## src/rtl/sync_fifo.sv

```systemverilog
// Single-clock FIFO with registered read data and handshake pulses.
// Occupancy flags decode a separate entry counter so FIFO_DEPTH need not be a power of two.
module sync_fifo #(
  parameter int FIFO_WIDTH = 16,
  parameter int FIFO_DEPTH = 8
) (
  input  logic                  clk,
  input  logic                  rst_n,
  input  logic [FIFO_WIDTH-1:0] data_in,
  input  logic                  wr_en,
  input  logic                  rd_en,
  output logic [FIFO_WIDTH-1:0] data_out,
  output logic                  wr_ack,
  output logic                  overflow,
  output logic                  underflow,
  output logic                  full,
  output logic                  almostfull,
  output logic                  empty,
  output logic                  almostempty
);

  localparam int PW = $clog2(FIFO_DEPTH);
  localparam int CW = $clog2(FIFO_DEPTH + 1);

  logic [FIFO_WIDTH-1:0] mem [FIFO_DEPTH];
  logic [PW-1:0]         wr_ptr;
  logic [PW-1:0]         rd_ptr;
  logic [CW-1:0]         count;
  logic                  wr_ok;
  logic                  rd_ok;

  // Explicit wrap keeps non-power-of-two depths in range.
  function automatic logic [PW-1:0] next_ptr(input logic [PW-1:0] p);
    return (p == PW'(FIFO_DEPTH - 1)) ? '0 : p + PW'(1);
  endfunction

  assign wr_ok = wr_en && !full;
  assign rd_ok = rd_en && !empty;

  assign full        = (count == CW'(FIFO_DEPTH));
  assign almostfull  = (count == CW'(FIFO_DEPTH - 1));
  assign empty       = (count == '0);
  assign almostempty = (count == CW'(1));

  always_ff @(posedge clk) begin
    if (wr_ok) mem[wr_ptr] <= data_in;
  end

  always_ff @(posedge clk or negedge rst_n) begin
    if (!rst_n) begin
      wr_ptr    <= '0;
      rd_ptr    <= '0;
      count     <= '0;
      data_out  <= '0;
      wr_ack    <= 1'b0;
      overflow  <= 1'b0;
      underflow <= 1'b0;
    end else begin
      wr_ack    <= wr_ok;
      overflow  <= wr_en && full;
      underflow <= rd_en && empty;
      if (wr_ok) wr_ptr <= next_ptr(wr_ptr);
      if (rd_ok) begin
        data_out <= mem[rd_ptr];
        rd_ptr   <= next_ptr(rd_ptr);
      end
      case ({wr_ok, rd_ok})
        2'b10:   count <= count + CW'(1);
        2'b01:   count <= count - CW'(1);
        default: count <= count;
      endcase
    end
  end

endmodule
```

## config.mk

```make
export PLATFORM = sky130hd
export DESIGN_NAME = sync_fifo
export DESIGN_NICKNAME = d
export VERILOG_FILES = /design/src/rtl/sync_fifo.sv
export SDC_FILE = /design/constraint.sdc
export NUM_CORES = 1
export LEC_CHECK = 0
export BUFFER_PORTS_ARGS = -buffer_cell sky130_fd_sc_hd__buf_2
export CORE_ASPECT_RATIO = 0.6
export CORE_MARGIN = 5
export CORE_UTILIZATION = 49
export DETAILED_ROUTE_END_ITERATION = 10
export PLACE_DENSITY = 0.75
export SYNTH_ARGS = -nofsm -noshare
export SYNTH_HDL_FRONTEND = slang
export SYNTH_SLANG_ARGS = --single-unit
```

## constraint.sdc

```tcl
create_clock -name clk -period 3.1 [get_ports clk]
set_clock_uncertainty 0.15 [all_clocks]
set_input_delay 0.31 -clock clk [delete_from_list [all_inputs] [get_ports clk]]
set_output_delay 0.31 -clock clk [all_outputs]
set_load 0.03 [all_outputs]
```

==> results of run 1 <==
==> cells by family after synthesis <==
kind of cell | count (synthesis) | synth area share [%]
AOI/OAI and AO/OA | 68 | 8.57
xor gates and xnor gates | 4 | 0.556
and+or+nand+nor | 33 | 2.82
DFF | 157 | 72.5
muxes | 70 | 11.8
adders and majority gates | 8 | 1.59
buffers and inverters | 24 | 2.12
==> cell type report <==
class	instances	share of cell area, %
clock buffer	18	5.90
clock inverter	14	1.81
inverter	6	0.302
multi-input combinational	183	22.0
sequential	157	61.4
tap	170	2.86
timing repair buffer	67	5.74
==> Yosys cell counts, drive strengths merged <==
master	n
edfxtp	128
mux2	37
mux2i	33
dfrtp	29
o21ai	19
a22o	16
o22ai	16
o31ai	16
buf	13
ha	8
nor2	8
inv	6
clkbuf	5
nand2	5
nand2b	5
nor3	4
and2	2
nor2b	2
nor3b	2
xnor2	2
xor2	2
a21oi	1
nand3	1
nand3b	1
nand4b	1
nor4	1
or4b	1
==> routing by layer <==
metal / global-route usage (%) / vias to the layer above
met5: 0 / -
met4: 4.53 / 0
met3: 5.62 / 5
met2: 26.2 / 113
met1: 25.4 / 1742
li1: - / 1583
==> worst max-delay path, delay by kind of cell (launching register included) <==
family | cells | cell delay (ns)
AOI/OAI and AO/OA | 1 | 0.19
xor gates and xnor gates | 1 | 0.15
adders and majority gates | 2 | 0.51
buffers and inverters | 1 | 0.09
DFF | 1 | 0.45
and+or+nand+nor | 3 | 0.99
==> final timing paths <==
| check | start | slack, ns | cells past startpoint | endpoint |
|---|---|---|---|---|
| min in group asynchronous | rst_n | 0.34 | 2 | data_out[13] |
| max in group asynchronous | rst_n | 1.90 | 2 | rd_ptr[0] |
| setup / recovery | count[0] | 0.51 | 8 | count[3] |
| hold / removal | data_in[9] | 0.01 | 1 | mem[7][9] |
| hold reg to reg | data_out[12] | 0.38 | 2 | data_out[12] |
| setup reg to reg | count[0] | 0.51 | 8 | count[3] |
==> power breakdown <==
group          internal (mW)  switching, mW  leakage (nW)
Combinational          0.953           1.32         0.980
Sequential              2.73          0.337          1.51
Clock                   1.14          0.845         0.263
==> stage by stage <==
stage | utilization, % | worst slack (ns) | hold WS, ns | power (mW)
2_1_floorplan | - | 0.352 | -0.136 | 4.67
3_3_place_gp | 53.4 | 0.656 | 0.267 | 5.30
3_5_place_dp | 53.4 | 0.540 | 0.274 | 5.39
4_1_cts | 58.5 | 0.531 | 0.00509 | 7.38
5_1_grt | 58.5 | 0.330 | 0.0157 | 7.67
6_report | 58.5 | 0.506 | 0.0111 | 7.32
==> cell usage in the layout (no fill, tap or decap), types with 2 or more instances in the layout <==
| cell | count |
|---|---|
| edfxtp_1 | 128 |
| buf_2 | 42 |
| mux2_2 | 36 |
| mux2i_1 | 33 |
| dfrtp_1 | 28 |
| o21ai_0 | 19 |
| clkbuf_16 | 17 |
| buf_4 | 17 |
| o22ai_1 | 16 |
| a22o_1 | 16 |
| o31ai_2 | 16 |
| nor2_1 | 8 |
| ha_1 | 8 |
| dlygate4sd3_1 | 7 |
| inv_1 | 6 |
| clkinvlp_4 | 6 |
| nand2b_1 | 5 |
| nand2_1 | 5 |
| nor3_2 | 4 |
| inv_6 | 3 |
| and2_1 | 2 |
| nor2b_1 | 2 |
| xor2_1 | 2 |
| xnor2_1 | 2 |
| clkinv_4 | 2 |
==> state kept, by name, indices dropped and copies added (netlist names) <==
name and flops:
count 4, data_out 16, mem 128, overflow 1, rd_ptr 3, underflow 1
wr_ack 1, wr_ptr 3
==> impl_metrics.ini, run 1 <==
[power]
powerDensity_mw_per_mm2 = 983
irDropWorstVdd_uv = 553
total_leakage_power_nw = 2.75

[floorplan]
io_pins = 43
start_util_pct = 49.5
dieArea_sq_mm = 0.0153
chipHeight_um = 97.9
core_sq_mm = 0.0127
placementRows = 32
die_x_um = 156

[placed_design]
placed_cell_area_sq_mm = 0.00680
dp_hpwl_mm = 7.95
place.gp.congestion = 0.824
post-place-cells = 576
portBuffers = 42

[route]
vias_per_cell = 5.60
wl_met1_mm = 5.92
drt_first_pass_iters = 4
maxUsedRoutingLayer = met4
vias = 3443
drtIter0Drc = 160
dr_wl_met3_um = 942
wl_met2_mm = 5.97
drc = 0
finalWirelength_mm = 12.9
wire_per_inst_um = 20.9
drtAntennaViolNets = 0

[worst_setup_path]
cp.required_ns = 3.30
worst_path_largest_cell_delay_ns = 0.45
crit_arrival_ns = 2.79
worst_setup_path_start_kind = flop
crit_path_frequent_cell = ha_1
path_max_fanout = 9
crit_type = flop to flop
worstSetupEndpointType = flop
crit_chain = inv_1 > ha_1 > nand3b_1 > nand2_1 > ha_1 > or4b_1 > a21oi_1 > xor2_1
cpMaxStageDelayCell = dfrtp_1

[clocking]
cts.sinks = 157
clock_path_buffers = 2
hold_buffers = 7
clock_latency_ns = 0.42
clk_pin_slew_ns = 0.07
cts_resized = 0
cts_max_level = 4
cts_setup_buffers = 0
root_buffer = clkbuf_16
cts_tree = yes
cts_made_buffers = 17

[yosys]
yosys-top-cells-area = edfxtp_1 61%, dfrtp_1 12%, mux2_2 6.4%
syn_avg_cell_area_sq_um = 17.3
synth.net_count = 392
syn_area_sq_mm = 0.00630
ys_warn_count = 0
synth_seq_cells = 157
syn_inst = 364
yosysUniqueCellTypes = 31
yosysTopAreaCellShare_pct = 61.0
seq_area_frac_synth_pct = 72.5
synth.largest_area_cell = edfxtp_1

[timing]
worst_slew_pin_slew_ns = 0.964
clock.fmax_mhz = 386
maxSlewViolCount = 0
period_share_pct = 83.7
finalSetupTns_ns = 0
finalSetupViolCount = 0
rsz0062_at_grt = false
slew_headroom_pct = 35.8
period_needed_ns = 2.59
hold_viol_final = 0

[cells_and_area]
fillers = 958
syn_to_final_growth_pct = 18.2
final_nets = 460
drive_above_1_share_pct = 33.9
instances_no_fill = 615
seqCellArea_sq_mm = 0.00457
multi_input_area_sq_mm = 0.00164
design_area_sq_mm = 0.00745
diodes = 0

[global_route]
grt_pass1_wl_mm = 20.2
grt_pass1_vias = 3457
grt_max_degree = 36
grtUsageTotal_pct = 17.6
overflow = 0
antenna_found_initial = 0

[flow_run]
max_cap_viol_count = 0

[status]
outcome = complete, no violations

[worst_hold_path]
hold_class = input port to flop
(Power assumes the default switching activity.)
==> run 2: changes to the inputs <==
==> constraint.sdc (replaced) <==
create_clock -name clk -period 2.1 [get_ports clk]
set_clock_uncertainty 0.15 [all_clocks]
set_input_delay 0.21 -clock clk [delete_from_list [all_inputs] [get_ports clk]]
set_output_delay 0.21 -clock clk [all_outputs]
set_load 0.03 [all_outputs]
==> impl_metrics.ini, run 2 (synthesis results as in run 1) <==
[status]
outcome = complete, no violations

[route]
vias = 3561
finalWirelength_mm = 13.7
drc = 0
wire_per_inst_um = 21.1
vias_per_cell = 5.51
drt_first_pass_iters = 4
drtAntennaViolNets = 0
drtIter0Drc = 226

[cells_and_area]
instances_no_fill = 646
postLayoutCoreUtil_pct = 62.2
diodes = 0
design_area_sq_mm = 0.00792
final_cell_mix = 128 x edfxtp_1, 42 x buf_2, 36 x mux2_2, 33 x mux2i_1, 31 x buf_4
syn_to_final_growth_pct = 25.7
reg_top3 = mem (128), data_out (16), count (4)
drive_above_1_share_pct = 38.2
final_nets = 491
fillers = 924
mostFrequentLayoutCell = edfxtp_1
multi_input_area_sq_mm = 0.00172
top_register = mem
largest_reg_flops = 128
seqCellArea_sq_mm = 0.00457

[global_route]
grt_pass1_wl_mm = 21.3
grt_max_degree = 30
overflow = 0
grt_pass1_vias = 3784
grtUsageTotal_pct = 18.6
antenna_found_initial = 0

[timing]
hold_viol_final = 0
rsz0062_at_grt = true
slew_headroom_pct = 51.3
worst_slew_pin_slew_ns = 0.730
period_share_pct = 98.3
holdWs_ns = 0.241
period_needed_ns = 2.07
maxSlewViolCount = 0
finalSetupViolCount = 0
clock.fmax_mhz = 484

[placed_design]
post-place-cells = 589
dp_hpwl_mm = 8.38
place.gp.congestion = 0.800
placed_cell_area_sq_mm = 0.00699
portBuffers = 42

[floorplan]
io_pins = 43
start_util_pct = 49.5
core_sq_mm = 0.0127
chipHeight_um = 97.9
dieArea_sq_mm = 0.0153
placementRows = 32
die_x_um = 156

[flow_run]
max_cap_viol_count = 0

[worst_setup_path]
worst_path_largest_cell_delay_ns = 0.45
crit_type = flop to flop
crit_path_frequent_cell = ha_4
r2r_slack_ns = 0.03
cp.required_ns = 2.29
worst_setup_path_start_kind = flop
crit_arrival_ns = 2.26
cpMaxStageDelayCell = or4b_4
path_max_fanout = 3
worstRegToRegCells = 9
worstSetupEndpointType = flop
crit_chain = inv_2 > ha_4 > nor3b_4 > nand2b_4 > inv_4 > ha_4 > or4b_4 > a21oi_2 > xor2_1

[clocking]
cts.sinks = 157
clk_pin_slew_ns = 0.06
root_buffer = clkbuf_16
cts_max_level = 4
clock_latency_ns = 0.42
cts_made_buffers = 17
cts_tree = yes
clock_path_buffers = 2

[worst_hold_path]
hold_class = input port to asynchronous set/reset pin

[power]
irDropWorstVdd_uv = 668
powerDensity_mw_per_mm2 = 1480
total_leakage_power_nw = 2.98
## run 2: cell types whose count changed in the layout (fill, tap and decap cells not counted), sizes merged
cell and delta:
clkbuf -1, bufinv +4, buf +19, inv +1, clkinvlp -4, dlygate4sd3 +12
## run 2: metal layers
| layer | wire, um | GRT usage, % |
|---|---|---|
| met1 | 6060 | 26.7 |
| met2 | 6460 | 28.2 |
| met3 | 1040 | 4.65 |
| met4 | 111 | 5.73 |
| met5 | 0 | 0 |
## run 2: worst paths after layout
| check | startpoint | endpoint |
|---|---|---|
| min in group clk | data_out[11] | data_out[11] |
| max | count[1] | count[3] |
| max in group asynchronous | rst_n | rd_ptr[0] |
| max reg2reg | count[1] | count[3] |
| min reg2reg | data_out[11] | data_out[11] |
| min | rst_n | wr_ack |
## run 2: timing repair
item,CTS,global route
pin swaps,0,4
setup endpoints to repair,1,45
gates resized for setup,1,9
setup buffers,1,5
hold buffers,19,0
hold endpoints to repair,159,0
## run 2: final cells by class
| cell class | instances | share of cell area, % |
|---|---|---|
| flip-flops and latches | 157 | 57.7 |
| multi-input cells | 183 | 21.7 |
| repair buffers | 98 | 9.28 |
| clock buffers | 17 | 5.37 |
| clock inverters | 15 | 2.92 |
| well taps | 170 | 2.68 |
| inverters | 6 | 0.316 |
## run 2: critical path, delay by kind of cell, from the launching register on
kind,cells,cell delay [ns]
AND/OR/NAND/NOR,3,0.77
XOR/XNOR,1,0.14
flip-flops,1,0.37
buffers and inverters,2,0.12
AO/OA/AOI/OAI,1,0.15
adder cells (fa/ha/maj),2,0.29
## run 2: power breakdown
group          leakage [nW]  internal, mW  switching, mW  total (mW)
combinational          1.15          1.70           2.17        3.87
sequential             1.51          4.03          0.413        4.45
clock                 0.315          2.13           1.28        3.41
## run 2: metrics by stage
step / setup WS, ns / TNS [ns] / power (mW)
after CTS: 0.00449 / 0 / 11.7
after global routing: -0.0328 / -0.0328 / 12.2
after global placement: 0.0852 / 0 / 8.08
after floorplan: -0.108 / -6.47 / 7.01
after detailed placement: 0.0240 / 0 / 8.19
final: 0.0348 / 0 / 11.7
==> run 3: changes to the inputs <==
--- a/config.mk
+++ b/config.mk
@@ -8,9 +8,9 @@
 export BUFFER_PORTS_ARGS = -buffer_cell sky130_fd_sc_hd__buf_2
 export CORE_ASPECT_RATIO = 0.6
 export CORE_MARGIN = 5
-export CORE_UTILIZATION = 49
+export CORE_UTILIZATION = 53
 export DETAILED_ROUTE_END_ITERATION = 10
-export PLACE_DENSITY = 0.75
+export PLACE_DENSITY = 0.8
 export SYNTH_ARGS = -nofsm -noshare
 export SYNTH_HDL_FRONTEND = slang
 export SYNTH_SLANG_ARGS = --single-unit
==> impl_metrics.ini, run 3 (synthesis results as in run 1) <==
[status]
outcome = complete, no violations

[global_route]
grt_pass1_wl_mm = 20.3
grt_pass1_vias = 3658
overflow = 0
grtUsageMet2_pct = 31.2
grt_max_degree = 38
busiest_layer = met2
met3_usage_pct = 5.61
grtUsageTotal_pct = 19.9
grt_util_met1_pct = 26.9
antenna_found_initial = 0

[placed_design]
place.gp.congestion = 0.795
portBuffers = 42
dp_hpwl_mm = 7.73

[timing]
rsz0062_at_grt = true
finalSetupViolCount = 0
hold_viol_final = 0
maxSlewViolCount = 0
clock.fmax_mhz = 479
period_share_pct = 99.3
slew_headroom_pct = 50.0
holdWs_ns = 0.227
worst_slew_pin_slew_ns = 0.750
period_needed_ns = 2.09

[clocking]
clock_latency_ns = 0.43
cts_max_level = 4
clock_path_buffers = 2
cts.sinks = 157
cts_tree = yes
clk_pin_slew_ns = 0.07
cts_made_buffers = 17
root_buffer = clkbuf_16

[cells_and_area]
final_cell_mix = 128 x edfxtp_1, 42 x buf_2, 36 x mux2_2, 33 x mux2i_1, 28 x dfrtp_1
diodes = 0
postLayoutCoreUtil_pct = 68.9
syn_to_final_growth_pct = 25.2
largest_reg_flops = 128
final_nets = 479
top_register = mem
reg_top3 = mem (128), data_out (16), count (4)
drive_above_1_share_pct = 35.8
mostFrequentLayoutCell = edfxtp_1

[worst_setup_path]
cp.required_ns = 2.31
crit_arrival_ns = 2.29
crit_chain = inv_2 > ha_4 > nor3b_4 > nand2b_4 > inv_4 > ha_4 > or4b_4 > a21oi_2 > xor2_1
crit_type = flop to flop
r2r_slack_ns = 0.01
worst_path_largest_cell_delay_ns = 0.46
r2r-end = count[3]
endpoint = count[3]
worstRegToRegCells = 9
path_max_fanout = 4
crit_path_frequent_cell = ha_4
worstSetupEndpointType = flop
worst_setup_path_start_kind = flop
crit_start = count[0]
regToRegStartpoint = count[0]
cpMaxStageDelayCell = or4b_4

[worst_hold_path]
hold_class = input port to asynchronous set/reset pin

[power]
total_leakage_power_nw = 2.94
powerDensity_mw_per_mm2 = 1480
irDropWorstVdd_uv = 706

[floorplan]
start_util_pct = 55.1
placementRows = 30
die_x_um = 151
core_sq_mm = 0.0114
io_pins = 43
chipHeight_um = 94.5
dieArea_sq_mm = 0.0142

[route]
drtIter0Drc = 181
drtAntennaViolNets = 0
drc = 0
vias_per_cell = 5.68
finalWirelength_mm = 13.0
vias = 3542
drt_first_pass_iters = 4
wire_per_inst_um = 20.8

[flow_run]
max_cap_viol_count = 0
[run 3: cell types whose count changed in the layout (fill, tap and decap cells not counted), sizes merged]
cell	before	now
bufinv	5	6
clkinvlp	2	1
clkinv	3	5
buf	79	67
inv	11	9
[run 3: final cells by class]
cell class              count  area [sq um]
inverters                   6          25.0
fillers                   726          3560
repair buffers             86           721
flip-flops and latches    157          4570
multi-input cells         183          1710
clock buffers              17           425
clock inverters            15           241
well taps                 160           200
[run 3: power by group]
group	internal (mW)	total [mW]	switching, mW	leakage, nW
logic	1.67	3.87	2.20	1.11
clock network	2.23	3.47	1.24	0.325
registers	4.03	4.38	0.343	1.51
[run 3: worst min-delay path by stage]
stage                     start  endpoint  slack [ns]  cells past startpoint
after detailed placement  rst_n  count[3]        0.17                      1
after global routing      rst_n  count[3]        0.30                      2
after global placement    rst_n  count[3]        0.16                      1
after CTS                 rst_n  overflow        0.24                      2
final                     rst_n  overflow        0.23                      2
after floorplan           rst_n  count[0]       -0.24                      0
[run 3: routing by layer]
layer	vias up	share of wire, %	wire (um)
li1	1612	-	-
met1	1790	45	5870
met2	114	47	6120
met3	26	6.3	819
met4	0	1.5	201
met5	-	0	0
[run 3: worst max-delay path: cells and delay by family (launching register included)]
kind                       cells  cell delay [ns]
DFF                            1             0.37
buffers and inverters          2             0.11
AOI/OAI and AO/OA              1             0.17
and+or+nand+nor                3             0.77
adders and majority gates      2             0.30
xor gates and xnor gates       1             0.15
[run 3: stage by stage]
step           std cells  setup slack [ns]  area (sq um)  TNS, ns  total power, mW
2_1_floorplan        364            -0.108          6410    -6.47             7.01
3_3_place_gp         570            0.0923          6990        0             8.06
3_5_place_dp         570            0.0228          6990        0             8.18
4_1_cts              622           0.00199          7860        0             11.7
5_1_grt              624           -0.0445          7890  -0.0445             12.2
6_report             624            0.0138          7890        0             11.7
[run 3: timing repair]
| action | in CTS | in global routing |
|---|---|---|
| gates resized for setup | 1 | 5 |
| hold buffers | 19 | 0 |
| pin swaps | 0 | 1 |
| hold endpoints to repair | 159 | 0 |
| setup buffers | 1 | 2 |
| gates cloned | 0 | 0 |
| setup endpoints to repair | 1 | 3 |
